**src/rtl/issue_scoreboard_pkg.sv**
```systemverilog
// Shared issue-stage defines: register file geometry, execution pipe ids and
// the default per-pipe write-back latencies.
package issue_scoreboard_pkg;

  localparam int unsigned NUM_REGS  = 32;
  localparam int unsigned REG_WIDTH = $clog2(NUM_REGS);

  localparam int unsigned EXE_PIPE_ID_ALU = 0;
  localparam int unsigned EXE_PIPE_ID_LSU = 1;
  localparam int unsigned EXE_PIPE_ID_MUL = 2;
  localparam int unsigned EXE_PIPE_ID_DIV = 3;

  localparam logic [3:0] LAT_ALU = 4'd1;
  localparam logic [3:0] LAT_LSU = 4'd2;
  localparam logic [3:0] LAT_MUL = 4'd3;
  localparam logic [3:0] LAT_DIV = 4'd0;

  localparam logic [15:0] DEFAULT_PIPE_LAT = {LAT_DIV, LAT_MUL, LAT_LSU, LAT_ALU};

endpackage

```
**src/rtl/issue_scoreboard_wb_slot_tracker.sv**
```systemverilog
// Write-back slot reservation window: bit k set means the register write-back
// port is already claimed k+1 cycles from now.
module wb_slot_tracker #(
  parameter int unsigned MAX_LAT = 8
) (
  input  logic       clk,
  input  logic       rst_n,
  input  logic [3:0] i_chk_lat,
  input  logic       i_set_en,
  input  logic [3:0] i_set_lat,
  output logic       o_conflict,
  output logic       o_resv_any
);

  logic [MAX_LAT-1:0] r_resv;
  logic [MAX_LAT-1:0] w_set;
  logic               w_conflict;

  // An op issued now with latency L owns slot L, which is L-1 ahead next cycle.
  always_comb begin
    w_conflict = 1'b0;
    w_set      = '0;
    for (int unsigned k = 0; k < MAX_LAT; k++) begin
      if (i_chk_lat == 4'(k + 1)) w_conflict = r_resv[k];
      if (i_set_en && (i_set_lat == 4'(k + 2))) w_set[k] = 1'b1;
    end
  end

  always_ff @(posedge clk or negedge rst_n) begin
    if (!rst_n) r_resv <= '0;
    else        r_resv <= (r_resv >> 1) | w_set;
  end

  assign o_conflict = w_conflict;
  assign o_resv_any = |r_resv;

endmodule

```
**src/rtl/issue_scoreboard.sv**
```systemverilog
// Issue-control stage: decides each cycle whether the IQ head may fire, based
// on the register scoreboard, write-back slot reservations and variable pipes.
module issue_scoreboard
  import issue_scoreboard_pkg::*;
#(
  parameter int unsigned             NUM_REGS     = issue_scoreboard_pkg::NUM_REGS,
  parameter int unsigned             REG_WIDTH    = $clog2(NUM_REGS),
  parameter int unsigned             NUM_PIPES    = 4,
  parameter logic [NUM_PIPES*4-1:0]  PIPE_LAT     = DEFAULT_PIPE_LAT,
  parameter int unsigned             MAX_LAT      = 8,
  parameter int unsigned             FLUSH_DEPTH  = 2,
  parameter bit                      VAR_BLOCKING = 1'b1
) (
  input  logic                 clk,
  input  logic                 rst_n,
  input  logic                 hd_valid,
  input  logic [NUM_PIPES-1:0] hd_pipe,
  input  logic [REG_WIDTH-1:0] hd_rd,
  input  logic [REG_WIDTH-1:0] hd_rs1,
  input  logic [REG_WIDTH-1:0] hd_rs2,
  input  logic                 hd_reg_write,
  input  logic                 hd_uses_rs1,
  input  logic                 hd_uses_rs2,
  input  logic                 hold,
  input  logic                 flush,
  input  logic                 wb_valid,
  input  logic [REG_WIDTH-1:0] wb_rd,
  input  logic [NUM_PIPES-1:0] var_done,
  output logic                 issue_fire,
  output logic [NUM_PIPES-1:0] issue_pipe,
  output logic [NUM_REGS-1:0]  sb_busy,
  output logic                 idle
);

  typedef struct packed {
    logic                 valid;
    logic [REG_WIDTH-1:0] rd;
  } ring_entry_t;

  logic [NUM_REGS-1:0]  r_sb;
  logic [NUM_PIPES-1:0] r_var_busy;
  ring_entry_t          r_ring [FLUSH_DEPTH];

  logic [NUM_PIPES-1:0] w_var_mask;
  logic [3:0]           w_lat;
  logic                 w_nop;
  logic                 w_is_var;
  logic                 w_sb_haz;
  logic                 w_wb_haz;
  logic                 w_var_haz;
  logic                 w_fire;
  logic                 w_resv_conflict;
  logic                 w_resv_any;
  logic                 w_resv_set;
  logic [NUM_REGS-1:0]  w_sb_set;
  logic [NUM_REGS-1:0]  w_sb_clr;
  logic [NUM_REGS-1:0]  w_sb_nxt;

  always_comb begin
    w_var_mask = '0;
    w_lat      = '0;
    for (int unsigned p = 0; p < NUM_PIPES; p++) begin
      w_var_mask[p] = (PIPE_LAT[p*4 +: 4] == 4'd0);
      if (hd_pipe[p]) w_lat = w_lat | PIPE_LAT[p*4 +: 4];
    end
  end

  assign w_nop    = ~|hd_pipe;
  assign w_is_var = |(hd_pipe & w_var_mask);

  assign w_sb_haz = (hd_uses_rs1  && (hd_rs1 != '0) && r_sb[hd_rs1]) ||
                    (hd_uses_rs2  && (hd_rs2 != '0) && r_sb[hd_rs2]) ||
                    (hd_reg_write && (hd_rd  != '0) && r_sb[hd_rd]);
  assign w_wb_haz  = !w_is_var && hd_reg_write && w_resv_conflict;
  assign w_var_haz = (VAR_BLOCKING && (|r_var_busy)) || (|(hd_pipe & r_var_busy));

  assign w_fire = hd_valid && !flush && !hold &&
                  (w_nop || !(w_sb_haz || w_wb_haz || w_var_haz));

  assign w_resv_set = w_fire && !w_nop && !w_is_var && hd_reg_write;

  wb_slot_tracker #(
    .MAX_LAT (MAX_LAT)
  ) u_wb_slot_tracker (
    .clk        (clk),
    .rst_n      (rst_n),
    .i_chk_lat  (w_lat),
    .i_set_en   (w_resv_set),
    .i_set_lat  (w_lat),
    .o_conflict (w_resv_conflict),
    .o_resv_any (w_resv_any)
  );

  // Set is applied after clear so a same-cycle re-issue to the written-back rd stays busy.
  always_comb begin
    w_sb_clr = '0;
    w_sb_set = '0;
    if (wb_valid) w_sb_clr[wb_rd] = 1'b1;
    if (flush) begin
      for (int unsigned i = 0; i < FLUSH_DEPTH; i++) begin
        if (r_ring[i].valid) w_sb_clr[r_ring[i].rd] = 1'b1;
      end
    end
    if (w_fire && !w_nop && hd_reg_write && (hd_rd != '0)) w_sb_set[hd_rd] = 1'b1;
    w_sb_nxt    = (r_sb & ~w_sb_clr) | w_sb_set;
    w_sb_nxt[0] = 1'b0;
  end

  always_ff @(posedge clk or negedge rst_n) begin
    if (!rst_n) begin
      r_sb       <= '0;
      r_var_busy <= '0;
      for (int unsigned i = 0; i < FLUSH_DEPTH; i++) r_ring[i] <= '0;
    end else begin
      r_sb <= w_sb_nxt;
      if (flush) begin
        r_var_busy <= '0;
        for (int unsigned i = 0; i < FLUSH_DEPTH; i++) r_ring[i] <= '0;
      end else begin
        r_var_busy <= (r_var_busy & ~var_done) |
                      (hd_pipe & w_var_mask & {NUM_PIPES{w_fire}});
        if (w_fire && !w_nop) begin
          r_ring[0] <= '{valid: hd_reg_write && (hd_rd != '0), rd: hd_rd};
          for (int unsigned i = 1; i < FLUSH_DEPTH; i++) r_ring[i] <= r_ring[i-1];
        end
      end
    end
  end

  assign issue_fire = w_fire;
  assign issue_pipe = hd_pipe & {NUM_PIPES{w_fire}};
  assign sb_busy    = r_sb;
  assign idle       = (r_sb == '0) && !w_resv_any && (r_var_busy == '0);

endmodule

```
**config.mk**
```make
export PLATFORM = sky130hd
export DESIGN_NAME = issue_scoreboard
export DESIGN_NICKNAME = d
export VERILOG_FILES = /design/src/rtl/issue_scoreboard_pkg.sv /design/src/rtl/issue_scoreboard_wb_slot_tracker.sv /design/src/rtl/issue_scoreboard.sv
export SDC_FILE = /design/constraint.sdc
export NUM_CORES = 1
export LEC_CHECK = 0
export BUFFER_PORTS_ARGS = -buffer_cell sky130_fd_sc_hd__buf_2
export CAP_MARGIN = 20
export CORE_MARGIN = 5
export CORE_UTILIZATION = 50
export CTS_CLUSTER_SIZE = 12
export DETAILED_ROUTE_END_ITERATION = 8
export PLACE_DENSITY = 0.76
export SLEW_MARGIN = 10
export SYNTH_ARGS = -nofsm -noshare
export SYNTH_HDL_FRONTEND = slang
export SYNTH_SLANG_ARGS = --single-unit
```
**constraint.sdc**
```tcl
create_clock -name clk -period 2.6 [get_ports clk]
set_input_delay 0.39 -clock clk [delete_from_list [all_inputs] [get_ports clk]]
set_output_delay 0.39 -clock clk [all_outputs]
set_load 0.02 [all_outputs]
```
* Word-level counts from Yosys, hierarchy flattened
Index checks and enable logic that the tools add are counted.
** Storage, ports and cells
- Output and inout port bits :: 38
- Register bits :: 55
** Operators by class
- $lt $le $gt $ge :: 10
- Bitwise gates (word level) :: 12
- Muxes and demuxes :: 42
- Reduce and logical (&&, ||, !) cells :: 52
- Equal/unequal tests :: 9
** Operators with widths (number)
- 32-bit two-way mux :: 6
- 32-bit bitwise OR :: 3
- 5-bit by 6-bit less-than comparator with 1-bit output, second input constant :: 6
- 32-bit bitwise AND :: 1
- 32-bit logical NOT :: 1
- 32-bit NOT :: 1
- 1-bit logical AND :: 30
- 1-bit two-way mux :: 24
- 12-bit two-way mux :: 2
- 1-bit demux with 5-bit select :: 4
- 5-bit by 1-bit >= comparator with 1-bit output, second input constant :: 4
- 4-bit bitwise AND :: 4
- 1-bit binary-select mux with 5-bit select :: 3
- 5-bit nonzero test :: 3
- 2-bit by 3-bit equality test with 1-bit output, second input constant :: 4
- 4-bit OR reduction :: 3
- 2-bit by 4-bit equality test with 1-bit output, second input constant :: 2
- 7-bit by 8-bit bitwise OR with 8-bit output :: 1
- 8-bit OR reduction :: 1
- 1-bit logical NOT :: 6
- 1-bit logical OR :: 6
- 2-bit equality test, second input constant :: 2
- 4-bit logical NOT :: 1
- 2-bit two-way mux :: 2
- 5 further kinds :: 5

* Longest topological paths before layout
Gate-level depths: netlist of the first run.
- Word-level depth :: 24
- Depth in mapped cells :: 9
- Gate-level depth less buffers :: 6

* Modules after synthesis
Synthesis of the first run repeated with hierarchy kept, for this count alone.
** Second synthesis, totals
- Cell total of the unflattened synthesis :: 441
- Area total of the unflattened synthesis :: 4182.8 sq um
** By module, submodules not included
- issue_scoreboard :: area an instance 3763.6 sq um, cells an instance 404, instances 1
- wb_slot_tracker :: area an instance 419.2 sq um, cells an instance 37, instances 1

* Worst setup path before layout of the first run
No wires, ideal clock.
- Kind :: input-to-output
- Start point :: input hd_rs1[0]
- End point :: output issue_pipe[0]
- Buffers on the path :: 1
- Stages on the path :: 6
- Data arrival time :: 2.484 ns
- Data required time :: 2.210 ns
- Slack :: -0.274 ns
- Path through :: buf_2 -> mux4_2 -> o211a_1 -> o32ai_1 -> o211ai_1 -> nor3_1
** Between the ends
- Word-level cells in the longest chain between the ends :: 11
- Elaborated cells on any way between the ends :: 13
** RTL lines
- from (decl) :: RTL line issue_scoreboard.sv:19 : input logic [REG_WIDTH-1:0] hd_rs1,
- 1-bit binary-select mux with 5-bit select / 5-bit nonzero test (equally long branches) :: RTL line issue_scoreboard.sv:71 : assign w_sb_haz = (hd_uses_rs1 && (hd_rs1 != '0) && r_sb[hd_rs1]) ||
- 1-bit two-way mux (implied by the code) / 1-bit logical AND (equally long branches) :: RTL line issue_scoreboard.sv:71
- 1-bit logical AND * :: RTL line issue_scoreboard.sv:71
- 1-bit logical OR * :: RTL line issue_scoreboard.sv:71
- 1-bit logical OR * :: RTL line issue_scoreboard.sv:72 : (hd_uses_rs2 && (hd_rs2 != '0) && r_sb[hd_rs2]) ||
- 1-bit logical OR * (2 in a row) :: RTL line issue_scoreboard.sv:78 : (w_nop || !(w_sb_haz || w_wb_haz || w_var_haz));
- 1-bit logical NOT * :: RTL line issue_scoreboard.sv:78
- 1-bit logical OR * :: RTL line issue_scoreboard.sv:78
- 1-bit logical AND * :: RTL line issue_scoreboard.sv:77 : assign w_fire = hd_valid && !flush && !hold &&
- 4-bit bitwise AND * :: RTL line issue_scoreboard.sv:131 : assign issue_pipe = hd_pipe & {NUM_PIPES{w_fire}};
- to (decl) :: RTL line issue_scoreboard.sv:30 : output logic [NUM_PIPES-1:0] issue_pipe,
Every way passes the cells marked *; elsewhere a longest branch is shown, timed or not. The select of a mux whose other input is x is not followed.

* Final worst setup path of the first run
- Start point :: register r_sb[28], in the netlist sb_busy[28]
- End point :: output issue_pipe[2]
** Between the ends
- Word-level cells in the longest chain between the ends :: 11
- Elaborated cells on any way between the ends :: 17
** RTL lines
- from (decl) :: RTL line issue_scoreboard.sv:40 : logic [NUM_REGS-1:0] r_sb;
- from (signal assigned) :: RTL line issue_scoreboard.sv:115 : r_sb <= w_sb_nxt;
- 1-bit binary-select mux with 5-bit select (on tied branches) :: RTL line issue_scoreboard.sv:71, issue_scoreboard.sv:72
- 1-bit two-way mux (on tied branches) :: RTL line issue_scoreboard.sv:71, issue_scoreboard.sv:72
- 1-bit logical AND (on tied branches) :: RTL line issue_scoreboard.sv:71, issue_scoreboard.sv:72
- 1-bit logical OR :: RTL line issue_scoreboard.sv:71
- 1-bit logical OR * :: RTL line issue_scoreboard.sv:72
- 1-bit logical OR * (2 in a row) :: RTL line issue_scoreboard.sv:78
- 1-bit logical NOT * :: RTL line issue_scoreboard.sv:78
- 1-bit logical OR * :: RTL line issue_scoreboard.sv:78
- 1-bit logical AND * :: RTL line issue_scoreboard.sv:77
- 4-bit bitwise AND * :: RTL line issue_scoreboard.sv:131
Marks and branches as above.

==> run summary, run 1 <==
FINISH
--------------------------------------------------------------------------------------------
Commonest cells after routing, fill and taps aside                              sky130_fd_sc_hd__buf_4 (72), sky130_fd_sc_hd__buf_2 (68), sky130_fd_sc_hd__dfrtp_1 (48)
Post-route cell area                                                               5200 um^2
Number of fillers in the final layout                                                    526
Diode count                                                                                0
Area Growth Syn to Fin                                                                 37.2%
Number of nets in the finished design                                                    563
Finished Core Util                                                                     0.709
Share of post-route cells with drive strength above 1                                  0.452
Leading cell type in the layout, fill and taps excluded                         sky130_fd_sc_hd__buf_4

SETUP PATH
--------------------------------------------------------------------------------------------
Startpoint kind of the worst setup timing path                                          flop
Element type at the critical path end                                           primary output
Worst reg-to-reg path cell count                                                          10
Arr. time, crit path                                                                 2.55 ns
Worst Path Max Fanout                                                                      7
Endpoint required time on the critical path                                          2.21 ns
Crit path kind                                                                  flop to primary output

DETAILED ROUTING
--------------------------------------------------------------------------------------------
Via-to-Cell Ratio                                                                       6.75
TritonRoute pass-1 iters                                                                   6
Number of nets still failing antenna checks after routing                                  0
Via count of the routed design                                                          4224
Detailed Route Iter0 Violations                                                          661
DRC violation count after routing                                                          0
Detailed Route WL                                                                   14000 um
Routed length per instance                                                           22.4 um

TIMING
--------------------------------------------------------------------------------------------
Ratio of final minimum period to clock period                                           1.13
Fin worst setup slack                                                              -0.338 ns
Post-route setup TNS                                                                -7.09 ns
Endpoints failing setup                                                                   48
FMAX                                                                               0.340 GHz
Maximum clock skew at final layout                                                 0.0104 ns
Time the worst path needs with I/O delays and setup                                  2.94 ns
Total count of max-transition violations in the final report                               0
Count of endpoints failing hold in the final timing report                                 0
Worst Tran Pin Value                                                                0.747 ns
Worst slew margin relative to its limit                                                0.501
RSZ-0062 raised after global routing                                                    true

SYNTHESIS
--------------------------------------------------------------------------------------------
Per-instance average area after synthesis                                          9.47 um^2
Warning count from the yosys run                                                           0
Sequential element share of the synthesized area                                       0.324
Xor/xnor cell area share of the yosys netlist                                              0
Post-synth ARST share                                                                   1.00
Share of cell area taken by muxes after synthesis                                      0.188
Main combinational cell family by area after synthesis                          compound AO/OA/AOI/OAI gates
Count of mapped cells out of synthesis                                                   400
Netlist cell types                                                                        43
Number of nets produced by synthesis                                                     437
Basic-gate share of the synthesized area counting and, or, nand and nor cells          0.211
Primary FF master, synth                                                        sky130_fd_sc_hd__dfrtp_1
Summed instance area of the synthesized netlist                                    3790 um^2
Synthesized-area fraction occupied by ao, oa, aoi and oai cells                        0.231
Adder-cell share of the synthesized area                                                   0
Count of state elements after synthesis                                                   49
Post-synth EDFFs                                                                           0

WORST HOLD PATH
--------------------------------------------------------------------------------------------
Worst min-delay path category                                                   input pin to asynchronous set/reset pin

PWR
--------------------------------------------------------------------------------------------
Power share of the clock group                                                         0.291
Internal Dissipation                                                                 1.35 mW
Power density over the cells                                                     375 nW/um^2
Register share of total power                                                          0.421
Total power                                                                          1.95 mW
P_sw                                                                                0.601 mW
Leak Pwr                                                                             2.26 nW
Maximum vdd drop                                                                      182 uV
Sw Share                                                                               0.308
Part of the power in combinational logic                                               0.289

CLOCK NETWORK
--------------------------------------------------------------------------------------------
Root Driver                                                                     sky130_fd_sc_hd__clkbuf_8
Clock transition at the registers of the reported paths                              0.09 ns
CTS Buffer Depth                                                                           2
Source-to-sink clock delay at the later pin of the worst-skew pair                   0.30 ns
CTS sink cnt                                                                              49
CTS buffer count                                                                           5
CTS tree                                                                                 yes
H-tree level count                                                                         2
Number of hold buffers added after CTS                                                     0

PLACEMENT
--------------------------------------------------------------------------------------------
Placed standard-cell area                                                          4690 um^2
Port Buffer Count                                                                         73
Detailed placement HPWL                                                              9700 um
Routability-driven placement congestion ratio                                          0.970

GRT
--------------------------------------------------------------------------------------------
Pin count of the biggest net entering global routing                                      49
Total congestion overflow after global routing                                             0
Global router's overall resource usage                                                 0.260
Vias in the first global route                                                          3834
Global-route wire length before repair                                              20000 um
Antenna violations before repair                                                           0

RUN STATUS
--------------------------------------------------------------------------------------------
Run status                                                                      complete, but fails checks
Violated checks                                                                 negative setup slack

DIE
--------------------------------------------------------------------------------------------
Die Ht                                                                               97.1 um
Starting Density                                                                       0.517
Area of the die                                                                    9420 um^2
Die X                                                                                97.1 um
Number of placement rows                                                                  31
I/O pin total                                                                             75
Area of the core                                                                   7330 um^2

JOB
--------------------------------------------------------------------------------------------
Max-cap violations                                                                         0

==> what timing repair did <==
| action | 4_1_cts | 5_1_grt |
|---|---|---|
| endpoints found under the hold margin | 0 | 0 |
| setup endpoints to repair | 6 | 48 |
| cloned | 0 | 6 |
| pin swaps | 3 | 0 |
| gates resized for setup | 7 | 37 |
| setup buffers | 3 | 3 |
==> registers in the layout (all words and copies together) (netlist names) <==
signal                    flops
r_var_busy                    4
u_wb_slot_tracker.r_resv      2
r_ring                       12
sb_busy                      31
==> worst max-delay path, stage by stage (launching register included) <==
cell                       delay (ns)
sky130_fd_sc_hd__dfrtp_1         0.44
sky130_fd_sc_hd__mux4_2          0.47
sky130_fd_sc_hd__mux4_2          0.49
sky130_fd_sc_hd__o221ai_4        0.22
sky130_fd_sc_hd__o211ai_1        0.12
sky130_fd_sc_hd__buf_4           0.19
sky130_fd_sc_hd__nor3_2          0.13
sky130_fd_sc_hd__buf_4           0.18
==> synthesized netlist by cell type (all sizes together), types with 2 or more instances <==
library cell / n / area (um^2)
a21oi: 3 / 15.0
buf: 12 / 67.6
clkbuf: 20 / 75.1
dfrtp: 49 / 1230
inv: 8 / 30.0
mux2: 12 / 165
mux2i: 21 / 210
mux4: 15 / 338
nand2: 43 / 161
nand2b: 2 / 12.5
nand3: 10 / 50.1
nand3b: 22 / 165
nand4: 3 / 18.8
nor2: 8 / 30.0
nor2b: 14 / 87.6
nor3: 8 / 40.0
nor3b: 4 / 30.0
nor4: 10 / 62.6
o2111ai: 2 / 23.8
o211a: 2 / 20.0
o211ai: 32 / 240
o21ai: 3 / 15.0
o21bai: 2 / 15.0
o221ai: 2 / 23.8
o22ai: 36 / 225
o31ai: 32 / 240
or3: 4 / 25.0
or3b: 12 / 105
==> power by group through the flow <==
stage | Sequential (mW) | Combinational, mW | Clock, mW
after floorplan | 0.861 | 0.239 | 0
after global placement | 0.833 | 0.481 | 0
after detailed placement | 0.833 | 0.489 | 0
after CTS | 0.818 | 0.499 | 0.570
after global routing | 0.824 | 0.592 | 0.600
final | 0.820 | 0.562 | 0.566
==> final timing paths <==
check,start,end,slack [ns]
setup / recovery,sb_busy[28],issue_pipe[2],-0.34
hold / removal,rst_n,r_ring[9],0.08
setup reg to reg,sb_busy[28],r_ring[5],-0.21
hold reg to reg,u_wb_slot_tracker.r_resv[1],u_wb_slot_tracker.r_resv[0],0.52
max in group asynchronous,rst_n,sb_busy[14],1.78
min in group clk,var_done[2],r_var_busy[2],0.23
==> logic make-up after synthesis <==
group,count (synthesis)
buffers and inverters,40
AOI/OAI and AO/OA,121
muxes,48
DFF,49
and+or+nand+nor,141
other,1
==> metrics by stage <==
step,cells,hold WS (ns),setup WS (ns)
final,626,0.0796,-0.338
after global routing,626,0.121,-0.409
after CTS,617,0.0891,-0.307
after detailed placement,606,0.417,-0.292
after global placement,606,0.417,-0.274
after floorplan,400,0.0944,-0.187
==> routing by layer <==
metal,up-vias,global-route usage,share of wire
met5,-,0,0
met4,0,0.103,0.035
met3,61,0.0503,0.11
met2,339,0.411,0.47
met1,1990,0.350,0.39
li1,1834,-,-
==> area by class of cell <==
class                   count  area (um^2)  share of cell area
multi-input cells         311         2630               0.506
inverters                   8         30.0             0.00577
repair buffers            151         1070               0.206
clock buffers               7         86.3              0.0166
clock inverters             1         30.0             0.00577
well taps                  99          124              0.0238
flip-flops and latches     49         1230               0.236
No activity file was read; power rests on OpenSTA's default activity.
==> inputs of run 2 (changes only) <==
- GPL_TIMING_DRIVEN: not set -> 0
- PLACE_DENSITY: 0.76 -> not set
- PLACE_DENSITY_LB_ADDON: not set -> 0.12
==> run summary, run 2 (same netlist as run 1, synthesis figures left out) <==
RUN STATUS
---------------------------------------------------------------------------------
Run status                                                           complete, but fails checks
Violated checks                                                      negative setup slack

TIMING
---------------------------------------------------------------------------------
Total count of max-transition violations in the final report                    0
Worst Tran Pin Value                                                     0.657 ns
Time the worst path needs with I/O delays and setup                       2.96 ns
Ratio of final minimum period to clock period                                1.14
Worst slew margin relative to its limit                                     0.562
Count of endpoints failing hold in the final timing report                      0
RSZ-0062 raised after global routing                                         true
Maximum clock skew at final layout                                     0.00760 ns
FMAX                                                                    0.338 GHz
Fin worst setup slack                                                   -0.360 ns
Endpoints failing setup                                                        45

GRT
---------------------------------------------------------------------------------
Vias in the first global route                                               3761
Antenna violations before repair                                                0
Global-route wire length before repair                                   20600 um
Total congestion overflow after global routing                                  0
Pin count of the biggest net entering global routing                           50
Global router's overall resource usage                                      0.270

DIE
---------------------------------------------------------------------------------
Die X                                                                     97.1 um
Area of the core                                                        7330 um^2
I/O pin total                                                                  75
Starting Density                                                            0.517
Die Ht                                                                    97.1 um
Number of placement rows                                                       31
Area of the die                                                         9420 um^2

CLOCK NETWORK
---------------------------------------------------------------------------------
Root Driver                                                          sky130_fd_sc_hd__clkbuf_8
Clock transition at the registers of the reported paths                   0.10 ns
H-tree level count                                                              2
CTS tree                                                                      yes
CTS Buffer Depth                                                                2
CTS buffer count                                                                5
Source-to-sink clock delay at the later pin of the worst-skew pair        0.31 ns
CTS sink cnt                                                                   49
Number of hold buffers added after CTS                                          0

SETUP PATH
---------------------------------------------------------------------------------
Endpoint required time on the critical path                               2.21 ns
Slowest library cell on the worst path                               sky130_fd_sc_hd__mux4_2
FF-to-FF Start                                                        sb_busy[29]
Cell-by-cell trace of the critical path                              mux4_2, mux4_2, o221ai_4, o211ai_1, buf_4, nor3_2, buf_4
Worst Path Max Fanout                                                           7
Worst reg-to-reg path cell count                                                7
Element type at the critical path end                                primary output
Startpoint kind of the worst setup timing path                               flop
CP Buf/Inv Count                                                                2
Worst R2R Setup Slack                                                    -0.24 ns
Cell family with the largest share of critical-path delay            multiplexers
Arr. time, crit path                                                      2.57 ns
Slowest Stage Delay on Critical Path                                      0.50 ns
R2r endpoint                                                          sb_busy[13]
Crit path kind                                                       flop to primary output

FINISH
---------------------------------------------------------------------------------
Number of nets in the finished design                                         532
Area Growth Syn to Fin                                                      22.4%
Diode count                                                                     0
Number of fillers in the final layout                                         647
Finished Core Util                                                          0.633
Share of post-route cells with drive strength above 1                       0.341
Max FFs per register                                                           31
Commonest cells after routing, fill and taps aside                   sky130_fd_sc_hd__buf_2 (61), sky130_fd_sc_hd__nand2_1 (43), sky130_fd_sc_hd__dfrtp_1 (37)
Leading cell type in the layout, fill and taps excluded              sky130_fd_sc_hd__buf_2
Post-route cell area                                                    4640 um^2

WORST HOLD PATH
---------------------------------------------------------------------------------
Worst min-delay path category                                        input pin to asynchronous set/reset pin

PLACEMENT
---------------------------------------------------------------------------------
Port Buffer Count                                                              65
Pre-CTS worst setup slack                                               -0.608 ns
Placed standard-cell area                                               4280 um^2
Detailed placement HPWL                                                   9410 um
Routability-driven placement congestion ratio                               0.987

DETAILED ROUTING
---------------------------------------------------------------------------------
Via-to-Cell Ratio                                                            6.66
Detailed Route WL                                                        12900 um
Via count of the routed design                                               3964
TritonRoute pass-1 iters                                                        7
DRC violation count after routing                                               0
Routed length per instance                                                21.7 um
Number of nets still failing antenna checks after routing                       0
Detailed Route Iter0 Violations                                               386

PWR
---------------------------------------------------------------------------------
Power density over the cells                                          403 nW/um^2
Total power                                                               1.87 mW
Maximum vdd drop                                                           201 uV
Leak Pwr                                                                  1.92 nW

JOB
---------------------------------------------------------------------------------
Max-cap violations                                                              0

## run 2: how the worst max path moves through the flow
stage | from | to | slack [ns] | cells past startpoint
floorplan | hd_rs2[1] | issue_pipe[0] | -0.19 | 6
global placement | hd_rd[3] | issue_pipe[0] | -0.59 | 9
detailed placement | hd_rd[3] | issue_pipe[0] | -0.61 | 9
CTS | sb_busy[30] | issue_pipe[1] | -0.36 | 7
global route | sb_busy[22] | issue_pipe[1] | -0.44 | 7
finish | sb_busy[29] | issue_pipe[1] | -0.36 | 7
## run 2: metrics by stage
step | cells | hold WS, ns | setup TNS [ns]
6_report | 595 | 0.0861 | -7.02
3_5_place_dp | 564 | 0.495 | -20.19
3_3_place_gp | 564 | 0.484 | -16.97
2_1_floorplan | 400 | 0.0944 | -0.707
5_1_grt | 595 | 0.140 | -10.41
4_1_cts | 590 | 0.213 | -6.40
## run 2: layout make-up
class	count	area (um^2)	share of cell area
Inverter	8	30.0	0.00648
Multi-Input combinational cell	311	2440	0.526
Sequential cell	49	1240	0.268
Timing Repair Buffer	88	517	0.111
Tap cell	99	124	0.0267
Clock inverter	1	30.0	0.00648
Buffer	32	169	0.0364
Clock buffer	7	86.3	0.0186
## run 2: metal layers
layer | up-vias | wire [um] | GRT usage
met2 | 259 | 6000 | 0.432
li1 | 1780 | - | -
met5 | - | 0 | 0
met3 | 35 | 1170 | 0.0596
met1 | 1890 | 5360 | 0.359
met4 | 0 | 379 | 0.0983
## run 2: worst reg2reg max path: stages (launching register included)
cell and delay, ns:
sky130_fd_sc_hd__dfrtp_2 0.45, sky130_fd_sc_hd__mux4_2 0.47, sky130_fd_sc_hd__mux4_2 0.50, sky130_fd_sc_hd__o221ai_4 0.22
sky130_fd_sc_hd__buf_4 0.15, sky130_fd_sc_hd__o2111ai_2 0.29, sky130_fd_sc_hd__buf_4 0.32, sky130_fd_sc_hd__o31ai_1 0.33
## run 2: power breakdown
part,internal (mW),leakage [nW],switching (mW)
Combinational,0.187,1.20,0.266
Clock,0.314,0.0585,0.271
Sequential,0.791,0.659,0.0407
## run 2: what timing repair did
action | in CTS | in global routing
endpoints found under the setup margin | 50 | 48
buffers inserted | 18 | 5
pin swaps | 2 | 0
gates resized for setup | 21 | 9
